<file path="src/rtl/rf_pkg.sv">
// Shared register-file constants for the writeback path.
//   REG_ADDR_W / REG_DATA_W : default register address and data widths
//   NUM_REGS                : architectural register count
//   ZERO_REG                : hard-wired zero register; writes to it are dropped
//   REQ_ALU/REQ_LOAD/REQ_LINK : writeback requester slot indices
package rf_pkg;

    localparam int unsigned REG_ADDR_W = 5;
    localparam int unsigned REG_DATA_W = 32;
    localparam int unsigned NUM_REGS   = 32;
    localparam int unsigned ZERO_REG   = 0;

    localparam int unsigned REQ_ALU  = 0;
    localparam int unsigned REQ_LOAD = 1;
    localparam int unsigned REQ_LINK = 2;

endpackage

</file>
<file path="src/rtl/regfile_write_arbiter_if.sv">
// Bundle between the writeback requesters and the register-file write arbiter.
//   ReqValid/ReqReady/ReqAddr/ReqData : per-requester handshake, packed per requester
//   Freeze                            : pipeline stall, blocks grants
//   WriteEnable/WriteRegister/WriteData : registered register-file write port
//   Idle                              : nothing staged and nothing requested
//   Fwd* (only with RFARB_FWD_EN)     : two bypass lookups against the staged write
// Modports: master = requester/pipeline side, slave = arbiter.
interface regfile_write_arbiter_if #(
    parameter int unsigned NUM_REQ = 3,
    parameter int unsigned ADDR_W  = 5,
    parameter int unsigned DATA_W  = 32
);

    logic [NUM_REQ-1:0]        ReqValid;
    logic [NUM_REQ-1:0]        ReqReady;
    logic [NUM_REQ*ADDR_W-1:0] ReqAddr;
    logic [NUM_REQ*DATA_W-1:0] ReqData;
    logic                      Freeze;
    logic                      WriteEnable;
    logic [ADDR_W-1:0]         WriteRegister;
    logic [DATA_W-1:0]         WriteData;
    logic                      Idle;

`ifdef RFARB_FWD_EN
    logic [ADDR_W-1:0] FwdAddr1;
    logic [ADDR_W-1:0] FwdAddr2;
    logic              FwdHit1;
    logic              FwdHit2;
    logic [DATA_W-1:0] FwdData1;
    logic [DATA_W-1:0] FwdData2;

    modport master (
        output ReqValid, ReqAddr, ReqData, Freeze, FwdAddr1, FwdAddr2,
        input  ReqReady, WriteEnable, WriteRegister, WriteData, Idle,
               FwdHit1, FwdHit2, FwdData1, FwdData2
    );

    modport slave (
        input  ReqValid, ReqAddr, ReqData, Freeze, FwdAddr1, FwdAddr2,
        output ReqReady, WriteEnable, WriteRegister, WriteData, Idle,
               FwdHit1, FwdHit2, FwdData1, FwdData2
    );
`else
    modport master (
        output ReqValid, ReqAddr, ReqData, Freeze,
        input  ReqReady, WriteEnable, WriteRegister, WriteData, Idle
    );

    modport slave (
        input  ReqValid, ReqAddr, ReqData, Freeze,
        output ReqReady, WriteEnable, WriteRegister, WriteData, Idle
    );
`endif

endinterface

</file>
<file path="src/rtl/rr_arbiter.sv">
// Combinational round-robin picker.
//   req   : request vector
//   ptr   : highest-priority index this cycle (held by the parent)
//   grant : one-hot winner, zero when no request
//   gidx  : encoded winner index
//   valid : at least one request present
module rr_arbiter #(
    parameter int unsigned NUM_REQ = 3,
    parameter int unsigned PTR_W   = $clog2(NUM_REQ)
) (
    input  logic [NUM_REQ-1:0] req,
    input  logic [PTR_W-1:0]   ptr,
    output logic [NUM_REQ-1:0] grant,
    output logic [PTR_W-1:0]   gidx,
    output logic               valid
);

    logic [PTR_W-1:0] idx;

    // Walk from ptr upward with wrap; the first set request wins.
    always_comb begin
        grant = '0;
        gidx  = '0;
        valid = 1'b0;
        idx   = '0;
        for (int unsigned i = 0; i < NUM_REQ; i++) begin
            idx = PTR_W'((32'(ptr) + i) % NUM_REQ);
            if (!valid && req[idx]) begin
                valid      = 1'b1;
                grant[idx] = 1'b1;
                gidx       = idx;
            end
        end
    end

endmodule

</file>
<file path="src/rtl/regfile_write_arbiter.sv">
// Round-robin arbiter sharing the register file's single write port between
// NUM_REQ writeback sources. The winning request is staged in a register and
// presented to the register file one cycle after the handshake.
//   clk, rst : clock and asynchronous active-high reset
//   bus      : regfile_write_arbiter_if slave modport (handshake, write port, Idle)
// Optional build macro RFARB_FWD_EN adds two combinational forwarding lookups
// (FwdAddr1/2 -> FwdHit1/2, FwdData1/2) against the staged write.
module regfile_write_arbiter
    import rf_pkg::*;
#(
    parameter int unsigned NUM_REQ = 3,
    parameter int unsigned ADDR_W  = REG_ADDR_W,
    parameter int unsigned DATA_W  = REG_DATA_W
) (
    input logic                    clk,
    input logic                    rst,
    regfile_write_arbiter_if.slave bus
);

    localparam int unsigned PTR_W = $clog2(NUM_REQ);

    logic [PTR_W-1:0]   ptr_q;
    logic               we_q;
    logic [ADDR_W-1:0]  addr_q;
    logic [DATA_W-1:0]  data_q;

    logic [NUM_REQ-1:0] grant;
    logic [PTR_W-1:0]   gidx;
    logic               any_req;
    logic               grant_en;
    logic               xfer;
    logic [ADDR_W-1:0]  sel_addr;
    logic [DATA_W-1:0]  sel_data;

    rr_arbiter #(
        .NUM_REQ (NUM_REQ),
        .PTR_W   (PTR_W)
    ) u_rr (
        .req   (bus.ReqValid),
        .ptr   (ptr_q),
        .grant (grant),
        .gidx  (gidx),
        .valid (any_req)
    );

    // Grants are suppressed while stalled and while reset is held.
    assign grant_en     = ~rst & ~bus.Freeze;
    assign bus.ReqReady = grant & {NUM_REQ{grant_en}};
    assign xfer         = grant_en & any_req;

    always_comb begin
        sel_addr = '0;
        sel_data = '0;
        for (int unsigned i = 0; i < NUM_REQ; i++) begin
            if (grant[i]) begin
                sel_addr = bus.ReqAddr[i*ADDR_W +: ADDR_W];
                sel_data = bus.ReqData[i*DATA_W +: DATA_W];
            end
        end
    end

    // Address/data hold when idle; only the enable is a one-cycle pulse.
    always_ff @(posedge clk or posedge rst) begin
        if (rst) begin
            ptr_q  <= '0;
            we_q   <= 1'b0;
            addr_q <= '0;
            data_q <= '0;
        end else if (xfer) begin
            ptr_q  <= (gidx == PTR_W'(NUM_REQ - 1)) ? '0 : gidx + 1'b1;
            // A zero-register write still consumes its slot but never reaches the file.
            we_q   <= (sel_addr != ADDR_W'(ZERO_REG));
            addr_q <= sel_addr;
            data_q <= sel_data;
        end else begin
            we_q   <= 1'b0;
        end
    end

    assign bus.WriteEnable   = we_q;
    assign bus.WriteRegister = addr_q;
    assign bus.WriteData     = data_q;
    assign bus.Idle          = ~we_q & ~(|bus.ReqValid);

`ifdef RFARB_FWD_EN
    logic hit1;
    logic hit2;

    assign hit1 = we_q & (addr_q == bus.FwdAddr1) & (bus.FwdAddr1 != ADDR_W'(ZERO_REG));
    assign hit2 = we_q & (addr_q == bus.FwdAddr2) & (bus.FwdAddr2 != ADDR_W'(ZERO_REG));

    assign bus.FwdHit1  = hit1;
    assign bus.FwdHit2  = hit2;
    assign bus.FwdData1 = hit1 ? data_q : '0;
    assign bus.FwdData2 = hit2 ? data_q : '0;
`endif

endmodule
</file>
<file path="src/flat_wrapper.sv">
// flat-port wrapper written by rule: the top's interface ports become plain ports
module regfile_write_arbiter_flat import rf_pkg::*;
#(
    parameter int unsigned NUM_REQ = 3,
    parameter int unsigned ADDR_W  = REG_ADDR_W,
    parameter int unsigned DATA_W  = REG_DATA_W
)
  (clk, rst, bus_ReqValid, bus_ReqAddr, bus_ReqData, bus_Freeze, bus_ReqReady, bus_WriteEnable, bus_WriteRegister, bus_WriteData, bus_Idle);
  regfile_write_arbiter_if #(.NUM_REQ(NUM_REQ), .ADDR_W(ADDR_W), .DATA_W(DATA_W)) bus_i ();
  input logic clk;
  input logic rst;
  input wire logic [$bits(bus_i.ReqValid)-1:0] bus_ReqValid;
  input wire logic [$bits(bus_i.ReqAddr)-1:0] bus_ReqAddr;
  input wire logic [$bits(bus_i.ReqData)-1:0] bus_ReqData;
  input wire logic [$bits(bus_i.Freeze)-1:0] bus_Freeze;
  output wire logic [$bits(bus_i.ReqReady)-1:0] bus_ReqReady;
  output wire logic [$bits(bus_i.WriteEnable)-1:0] bus_WriteEnable;
  output wire logic [$bits(bus_i.WriteRegister)-1:0] bus_WriteRegister;
  output wire logic [$bits(bus_i.WriteData)-1:0] bus_WriteData;
  output wire logic [$bits(bus_i.Idle)-1:0] bus_Idle;
  assign bus_i.ReqValid = bus_ReqValid;
  assign bus_i.ReqAddr = bus_ReqAddr;
  assign bus_i.ReqData = bus_ReqData;
  assign bus_i.Freeze = bus_Freeze;
  assign bus_ReqReady = bus_i.ReqReady;
  assign bus_WriteEnable = bus_i.WriteEnable;
  assign bus_WriteRegister = bus_i.WriteRegister;
  assign bus_WriteData = bus_i.WriteData;
  assign bus_Idle = bus_i.Idle;
  regfile_write_arbiter #(.NUM_REQ(NUM_REQ), .ADDR_W(ADDR_W), .DATA_W(DATA_W)) u_core (.clk(clk), .rst(rst), .bus(bus_i));
endmodule
</file>
<file path="config.mk">
export PLATFORM = sky130hd
export DESIGN_NAME = regfile_write_arbiter_flat
export DESIGN_NICKNAME = d
export VERILOG_FILES = /design/src/rtl/rf_pkg.sv /design/src/rtl/regfile_write_arbiter_if.sv /design/src/rtl/rr_arbiter.sv /design/src/rtl/regfile_write_arbiter.sv /design/src/flat_wrapper.sv
export SDC_FILE = /design/constraint.sdc
export NUM_CORES = 1
export LEC_CHECK = 0
export CAP_MARGIN = 20
export CORE_MARGIN = 8
export CORE_UTILIZATION = 40
export CTS_CLUSTER_SIZE = 25
export DETAILED_ROUTE_END_ITERATION = 8
export PLACE_DENSITY = 0.81
export SLEW_MARGIN = 0
export SYNTH_ARGS = -nofsm -noshare
export SYNTH_HDL_FRONTEND = slang
export SYNTH_SLANG_ARGS = --single-unit
</file>
<file path="constraint.sdc">
create_clock -name clk -period 7.9 [get_ports clk]
set_input_delay 1.58 -clock clk [delete_from_list [all_inputs] [get_ports clk]]
set_output_delay 1.58 -clock clk [all_outputs]
set_load 0.05 [all_outputs]
</file>
==> impl_metrics.ini, run 1 <==
[outcome]
outcome = finished, final reports clean

[placed_design]
place_congestion = 0.8598
port_buffers = 158
dp_hpwl_mm = 7.703
dp_slack_ps = 1977

[timing]
rsz0062_at_grt = no
tightest_slew_ps = 851.2
hold_viol = 0
finClkSkew_ps = 11.36
setup_ws_ps = 1926
min_period_over_period_pct = 75.62
slew_viol_final = 0
timing.fmax_mhz = 167.4
maxSlewHeadroom_pct = 43.17
finalCriticalPeriod_ps = 5974
setup_viol = 0
fin_hold_ws_ps = 482.1
tns_ps = 0

[clocking]
cts_root_buf = clkbuf_8
insertion_delay_ps = 290
h-tree-depth = 2
cts_max_path_buffers = 2
path_clk_slew_ps = 70
numCtsBuffers = 5
clkSinkCount = 40
cts_tree = built
cts_hold_buf = 0
post_cts_resized = 0
post_cts_buffers = 0

[floorplanning]
fp.dieW_um = 102.7
coreArea_um2 = 7253
initial_core_util_pct = 41.44
num_rows = 31
io_pins = 159
die-area_um2 = 10540
die_h_um = 102.7

[critical_path]
cp_slowest_cell = clkdlybuf4s50_1
crit_top_cell = clkdlybuf4s50_1
crit_type = in -> out
required_ps = 6320
slowest_delay_ps = 800
start_kind = primary input
crit_path_max_fanout = 12
crit_path_end_kind = primary output
rrSetupSlack_ps = 4490
crit_arrival_ps = 4390
reg2regPathDepth = 8
cp_cell_sequence = clkdlybuf4s50_1 > mux2i_1 > or3_1 > a311oi_2 > or2_2 > and2_1 > clkdlybuf4s50_1
reg2reg_to = u_core.ptr_q[0]$_DFFE_PP0P_
r2r-start = u_core.ptr_q[1]$_DFFE_PP0P_

[route]
drtIter0Drc = 120
drt_wl_total_mm = 10.16
vias = 2902
ant_nets = 0
wl_per_cell_um = 19.21
via_per_inst = 5.486
drc_errors = 0
first_pass_iters = 4

[yosys]
ys_ff_latch = 40
synth_cells = 287
synth-main-ff-cell = dfrtp_1
synth_warnings = 0
yosysSeqAreaShare_pct = 33.31
synth-async-reset-ratio_pct = 100.0
synth_edf_count = 0
syn-mean-instance-area_um2 = 10.47
synthesis.area_um2 = 3005
synth_nets = 408
synthDistinctLibCells = 53

[layout]
diodes = 0
fillers = 603
drive_above_1_share_pct = 21.63
mostFrequentLayoutCell = clkdlybuf4s50_1
nets = 550
syn_to_final_growth_pct = 54.41
layout_common_cells = clkdlybuf4s50_1, nand2_1, dfrtp_1

[global_routing]
grt.overflow.total = 0
grt_max_degree = 63
first_global_vias = 3055
grt_antenna_before_repair = 0
grt_pass1_wl_mm = 15.58
track_usage_pct = 18.66

[job]
drv_cap = 0

[power]
powerDensity_nw_per_um2 = 457.7
power.leakage_nw = 1.811
ir_worst_vdd_v = 0.0004161
total_power_mw = 2.124

[worst_hold_path]
whs_path_depth = 2
holdPathEnd = u_core.bus.WriteData[12]$_DFFE_PP0P_
hold_start = u_core.bus.WriteData[12]$_DFFE_PP0P_
hold_class = reg -> reg
-- cells by family after synthesis --
family | after synthesis | share of synthesized area [%]
AO/OA/AOI/OAI | 104 | 40.01
adder cells (fa/ha/maj) | 4 | 1.665
buffers and inverters | 34 | 7.910
flip-flops | 40 | 33.31
multiplexers | 6 | 2.165
AND/OR/NAND/NOR | 99 | 14.95
-- Yosys cell counts (3+ instances only) --
library cell  instances  area, µm²
buf_4                 3      22.52
buf_6                 7      78.83
inv_1                 5      18.77
clkbuf_1              8      30.03
nand3b_1              3      22.52
nor2_1               35      131.4
o31ai_2              30      375.4
dfrtp_1              40       1001
buf_8                 3      45.04
ha_1                  4      50.05
a221oi_2             30      450.4
buf_2                 6      30.03
nand2_1              42      157.7
o21ai_0               5      25.02
o21ai_1               5      25.02
o211ai_1              3      22.52
a221o_2               3      33.78
mux2i_1               5      50.05
o31ai_1               4      30.03
nand2b_1              5      31.28
-- worst max-delay path by stage --
| stage | startpoint | slack (ps) | depth (start not counted) | end |
|---|---|---|---|---|
| 2_1_floorplan | bus_ReqValid[0] | 2460 | 8 | bus_ReqReady[2] |
| 3_3_place_gp | bus_ReqValid[1] | 2010 | 7 | bus_ReqReady[1] |
| 3_5_place_dp | bus_ReqValid[1] | 1980 | 7 | bus_ReqReady[1] |
| 4_1_cts | bus_ReqValid[1] | 1950 | 7 | bus_ReqReady[1] |
| 5_1_grt | bus_ReqValid[1] | 1830 | 7 | bus_ReqReady[1] |
| 6_report | bus_ReqValid[1] | 1930 | 7 | bus_ReqReady[1] |
-- area by class of cell --
class / count / area, µm² / area share [%]
clock buffer: 5 / 68.82 / 1.483
clock inverter: 3 / 18.77 / 0.4044
inverter: 5 / 18.77 / 0.4044
multi-input combinational: 213 / 1783 / 38.42
sequential: 40 / 1001 / 21.57
tap: 99 / 123.9 / 2.669
timing repair buffer: 164 / 1627 / 35.05
-- through the flow --
step / instance area (µm²) / utilization (%) / cells
after floorplan: 3005 / - / 287
after global placement: 4553 / 62.77 / 521
after detailed placement: 4553 / 62.77 / 521
after CTS: 4641 / 63.98 / 529
after global routing: 4641 / 63.98 / 529
final: 4641 / 63.98 / 529
-- registers in the layout, indices dropped and copies added (netlist names) --
name and count:
u_core.bus.WriteData 32, u_core.bus.WriteEnable 1, u_core.bus.WriteRegister 5, u_core.ptr_q 2
-- layer usage --
layer / track usage (%) / share of wire [%]
met1: 21.98 / 40
met2: 31.92 / 49
met3: 4.997 / 9.4
met4: 6.433 / 1.9
met5: 0 / 0
-- power by group --
part | internal, mW | switching [mW] | total (mW) | leakage [nW]
sequential | 0.290 | 0.0449 | 0.335 | 0.515
clock | 0.0616 | 0.0727 | 0.134 | 0.0479
combinational | 0.618 | 1.04 | 1.65 | 1.25
total | 0.969 | 1.15 | 2.12 | 1.81
-- critical path: cells and delay by family --
kind,cells,cell delay [ps]
buf+inv,2,1590
simple gates,3,680
compound gates,1,400
mux,1,130
Power figures use the tool's default switching activity.
==> run 2, diff against run 1 <==
==> constraint.sdc (replaced) <==
create_clock -name clk -period 5.52 [get_ports clk]
set_input_delay 1.104 -clock clk [delete_from_list [all_inputs] [get_ports clk]]
set_output_delay 1.104 -clock clk [all_outputs]
set_load 0.05 [all_outputs]
==> run 2 against run 1 <==
- count of clock-buffer cells in the layout is the same
- hold slack gained 3.8 ps
- largest cell class unchanged
- via count shrank 0.86%
- wire length grew 0.92%
- total power grew 44%
- critical endpoint is now bus_ReqReady[0]
- sequential cell count is the same
- first-iteration DRC count shrank 16%
- non-clock buffer count is the same
- worst setup slack lost 1200 ps
- register-to-register slack lost 2400 ps
- die area is the same
- critical path type unchanged
==> impl_metrics.ini, run 2 (same netlist as run 1, synthesis figures left out) <==
[timing]
slew_viol_final = 0
hold_viol = 0
finClkSkew_ps = 7.989
finalCriticalPeriod_ps = 4762
setup_viol = 0
min_period_over_period_pct = 86.27
setup_ws_ps = 758.1
tns_ps = 0
maxSlewHeadroom_pct = 42.19
rsz0062_at_grt = no
tightest_slew_ps = 865.9
timing.fmax_mhz = 210.0

[placed_design]
dp_slack_ps = 789.8
place_area_um2 = 4561
port_buffers = 158
dp_cells = 521
dp_hpwl_mm = 7.727
place_congestion = 0.8582

[power]
ir_worst_vdd_v = 0.0008663
total_power_mw = 3.049
switchingPower_mw = 1.657
powerDensity_nw_per_um2 = 655.9
p_clk_share_pct = 6.2
power.leakage_nw = 1.821
intPower_mw = 1.392
p_comb_share_pct = 78.1
swShare_pct = 54.34
p_seq_share_pct = 15.7

[route]
first_pass_iters = 4
wl_per_cell_um = 19.39
met1_length_mm = 4.082
drt_wl_total_mm = 10.26
met3_length_um = 900
ant_nets = 0
vias = 2877
via_per_inst = 5.439
drc_errors = 0
wl_met2_mm = 5.200
drtIter0Drc = 101
dr.max_layer_used = met4

[critical_path]
crit_type = in -> out
crit_top_cell = clkdlybuf4s50_1
cp_slowest_cell = clkdlybuf4s50_1
cp_cell_sequence = clkdlybuf4s50_1 > mux2_4 > a21oi_4 > o211ai_1 > a21boi_0 > clkdlybuf4s50_1
crit_arrival_ps = 3660
required_ps = 4420
slowest_delay_ps = 830
crit_path_max_fanout = 12
crit_path_end_kind = primary output
start_kind = primary input

[layout]
final_area_um2 = 4648
diodes = 0
nets = 550
largest_reg_flops = 32
mostFrequentLayoutCell = clkdlybuf4s50_1
stdcell_count = 529
seqCellArea_um2 = 1001
fillers = 616
multiInputGateArea_um2 = 1783
drive_above_1_share_pct = 22.09
layout_common_cells = clkdlybuf4s50_1, nand2_1, dfrtp_1
syn_to_final_growth_pct = 54.66

[floorplanning]
fp.dieW_um = 102.7
coreArea_um2 = 7253
io_pins = 159
die-area_um2 = 10540
die_h_um = 102.7
num_rows = 31
initial_core_util_pct = 41.44

[clocking]
cts_tree = built
cts_max_path_buffers = 2
path_clk_slew_ps = 70
cts_hold_buf = 0
post_cts_resized = 0
clkSinkCount = 40
insertion_delay_ps = 290
numCtsBuffers = 5
h-tree-depth = 2
cts_root_buf = clkbuf_8
post_cts_buffers = 0

[global_routing]
grt.overflow.total = 0
grt_antenna_before_repair = 0
grt_pass1_wl_mm = 15.90
grt_max_degree = 65
track_usage_pct = 19.16
first_global_vias = 3066

[worst_hold_path]
hold_class = reg -> reg

[job]
drv_cap = 0

[outcome]
outcome = finished, final reports clean
-- run 2: changes by cell type in the layout (fill, tap and decap cells not counted), sizes merged --
cell           before  now
buf                 6    8
clkdlybuf4s50     158  156
-- run 2: area by class of cell --
cell class / count / share of cell area [%]
Timing Repair Buffer: 164 / 35.15
Clock buffer: 5 / 1.480
Tap cell: 99 / 2.665
Inverter: 5 / 0.4038
Multi-Input combinational cell: 213 / 38.36
Sequential cell: 40 / 21.53
Clock inverter: 3 / 0.4038
-- run 2: routing by layer --
| layer | up-vias | track usage [%] |
|---|---|---|
| met1 | 1394 | 22.36 |
| met5 | - | 0 |
| met2 | 101 | 33.32 |
| met3 | 6 | 5.672 |
| met4 | 0 | 5.079 |
| li1 | 1376 | - |
-- run 2: worst paths after layout --
kind	start	endpoint	slack, ps	depth (start not counted)
max	bus_ReqValid[1]	bus_ReqReady[0]	760	6
min reg2reg	u_core.bus.WriteData[10]$_DFFE_PP0P_	u_core.bus.WriteData[10]$_DFFE_PP0P_	490	2
min	u_core.bus.WriteData[10]$_DFFE_PP0P_	u_core.bus.WriteData[10]$_DFFE_PP0P_	490	2
max reg2reg	u_core.ptr_q[0]$_DFFE_PP0P_	u_core.bus.WriteEnable$_DFF_PP0_	2070	10
min in group asynchronous	rst	u_core.bus.WriteData[22]$_DFFE_PP0P_	1390	2
max in group asynchronous	rst	u_core.bus.WriteData[10]$_DFFE_PP0P_	3590	2
-- run 2: per-stage QoR --
stage          util [%]  hold WS [ps]
6_report          64.08         485.9
3_5_place_dp      62.88         469.3
2_1_floorplan         -         526.3
5_1_grt           64.08         507.9
3_3_place_gp      62.88         461.8
4_1_cts           64.08         487.6
-- run 2: worst max-delay path, delay by kind of cell --
family / cells / cell delay, ps
buffers and inverters: 2 / 1480
AO/OA/AOI/OAI: 3 / 660
multiplexers: 1 / 400
-- run 2: power groups by stage --
stage	Combinational (mW)	Clock [mW]	Sequential, mW
6_report	2.38	0.189	0.480
5_1_grt	2.55	0.211	0.495
4_1_cts	2.40	0.198	0.481
3_5_place_dp	2.39	0	0.486
3_3_place_gp	2.33	0	0.479
2_1_floorplan	1.47	0	0.866
==> run 3, diff against run 2 <==
--- a/config.mk
+++ b/config.mk
@@ -10,7 +10,7 @@
 export CORE_UTILIZATION = 40
 export CTS_CLUSTER_SIZE = 25
 export DETAILED_ROUTE_END_ITERATION = 8
-export PLACE_DENSITY = 0.81
+export PLACE_DENSITY = 0.83
 export SLEW_MARGIN = 0
 export SYNTH_ARGS = -nofsm -noshare
 export SYNTH_HDL_FRONTEND = slang
==> run 3 against run 2 <==
- register-to-register slack better by 140 ps
- global-route usage up 0.51 points
- die area unchanged
- total power up 1.6%
- maximum frequency up 0.49%
- sequential cell count unchanged
- clock power up 40%
- first-iteration DRC count up 24%
- hold slack better by 1.0 ps
- count of clock-buffer cells in the layout up 2
- sequential share of layout area down 0.16 points
- combinational power about the same
- largest cell class unchanged
==> impl_metrics.ini, run 3 (same netlist as run 1, synthesis figures left out) <==
[outcome]
outcome = finished, final reports clean

[timing]
rsz0062_at_grt = no
setup_viol = 0
fin_hold_ws_ps = 487.0
finalCriticalPeriod_ps = 4739
maxSlewHeadroom_pct = 41.43
tightest_slew_ps = 877.2
finClkSkew_ps = 2.264
slew_viol_final = 0
timing.fmax_mhz = 211.0
hold_viol = 0
setup_ws_ps = 781.1
min_period_over_period_pct = 85.85
tns_ps = 0

[floorplanning]
die-area_um2 = 10540
coreArea_um2 = 7253
initial_core_util_pct = 41.44
die_h_um = 102.7
fp.dieW_um = 102.7
num_rows = 31
io_pins = 159

[route]
first_pass_iters = 6
drt_wl_total_mm = 10.35
vias = 2927
via_per_inst = 5.523
drtIter0Drc = 125
ant_nets = 0
drc_errors = 0
wl_per_cell_um = 19.52

[layout]
final_util_pct = 64.55
diodes = 0
drive_above_1_share_pct = 22.27
mostFrequentLayoutCell = clkdlybuf4s50_1
nets = 551
stdcell_count = 530
syn_to_final_growth_pct = 55.79
layout_common_cells = clkdlybuf4s50_1, nand2_1, dfrtp_1
largest_reg_flops = 32

[placed_design]
dp_hpwl_mm = 7.814
dp_cells = 522
port_buffers = 158
dp_slack_ps = 810.1
place_congestion = 0.8152

[clocking]
cts_hold_buf = 0
insertion_delay_ps = 290
cts_max_path_buffers = 2
cts_tree = built
cts_root_buf = clkbuf_8
post_cts_buffers = 0
post_cts_resized = 0
numCtsBuffers = 5
h-tree-depth = 2
path_clk_slew_ps = 80
clkSinkCount = 40

[power]
ir_worst_vdd_v = 0.0006085
power.leakage_nw = 1.836
powerDensity_nw_per_um2 = 661.9

[critical_path]
crit_type = in -> out
r2r-start = u_core.ptr_q[0]$_DFFE_PP0P_
required_ps = 4420
crit_arrival_ps = 3630
reg2reg_to = u_core.bus.WriteEnable$_DFF_PP0_
crit_path_max_fanout = 12
start_kind = primary input
reg2regPathDepth = 10
crit_path_end_kind = primary output
rrSetupSlack_ps = 2210

[global_routing]
first_global_vias = 3199
grt_pass1_wl_mm = 16.33
grt.overflow.total = 0
grt_antenna_before_repair = 0
grt_max_degree = 53
track_usage_pct = 19.67

[worst_hold_path]
hold_start = u_core.bus.WriteData[19]$_DFFE_PP0P_
hold_class = reg -> reg
holdPathEnd = u_core.bus.WriteData[19]$_DFFE_PP0P_
whs_path_depth = 2

[job]
drv_cap = 0
run 3: per-stage QoR:
stage	power, mW	area [µm²]
floorplan	2.333	3005
global placement	2.818	4556
detailed placement	2.862	4556
CTS	3.133	4682
global route	3.301	4682
finish	3.099	4682
run 3: routing by layer:
layer | up-vias | global-route usage [%] | wire length (µm)
met5 | - | 0 | 0
li1 | 1376 | - | -
met4 | 0 | 5.079 | 162
met1 | 1405 | 22.55 | 4042
met2 | 133 | 35.46 | 5256
met3 | 13 | 4.862 | 886
run 3: area by class of cell:
cell class | instances | area, µm²
clock buffers | 7 | 96.34
flip-flops and latches | 40 | 1001
clock inverters | 1 | 30.03
repair buffers | 165 | 1629
fillers | 606 | 2571
well taps | 99 | 123.9
inverters | 5 | 18.77
multi-input cells | 213 | 1783
run 3: how the worst max path moves through the flow:
stage | start | to | slack, ps | cells after the start
after floorplan | bus_ReqValid[0] | bus_ReqReady[2] | 1040 | 8
after global placement | bus_ReqValid[1] | bus_ReqReady[0] | 850 | 6
after detailed placement | bus_ReqValid[1] | bus_ReqReady[0] | 810 | 6
after CTS | bus_ReqValid[1] | bus_ReqReady[0] | 780 | 6
after global routing | bus_ReqValid[1] | bus_ReqReady[0] | 620 | 6
final | bus_ReqValid[1] | bus_ReqReady[0] | 780 | 6
run 3: power breakdown:
group | leakage (nW) | internal (mW) | total (mW) | switching, mW
clock network | 0.0645 | 0.160 | 0.264 | 0.104
registers | 0.515 | 0.415 | 0.480 | 0.0649
logic | 1.26 | 0.885 | 2.36 | 1.47
run 3: critical path: stages:
cell	delay [ps]
clkdlybuf4s50_1	660
mux2_4	400
a21oi_4	250
o211ai_1	190
a21boi_0	200
clkdlybuf4s50_1	830
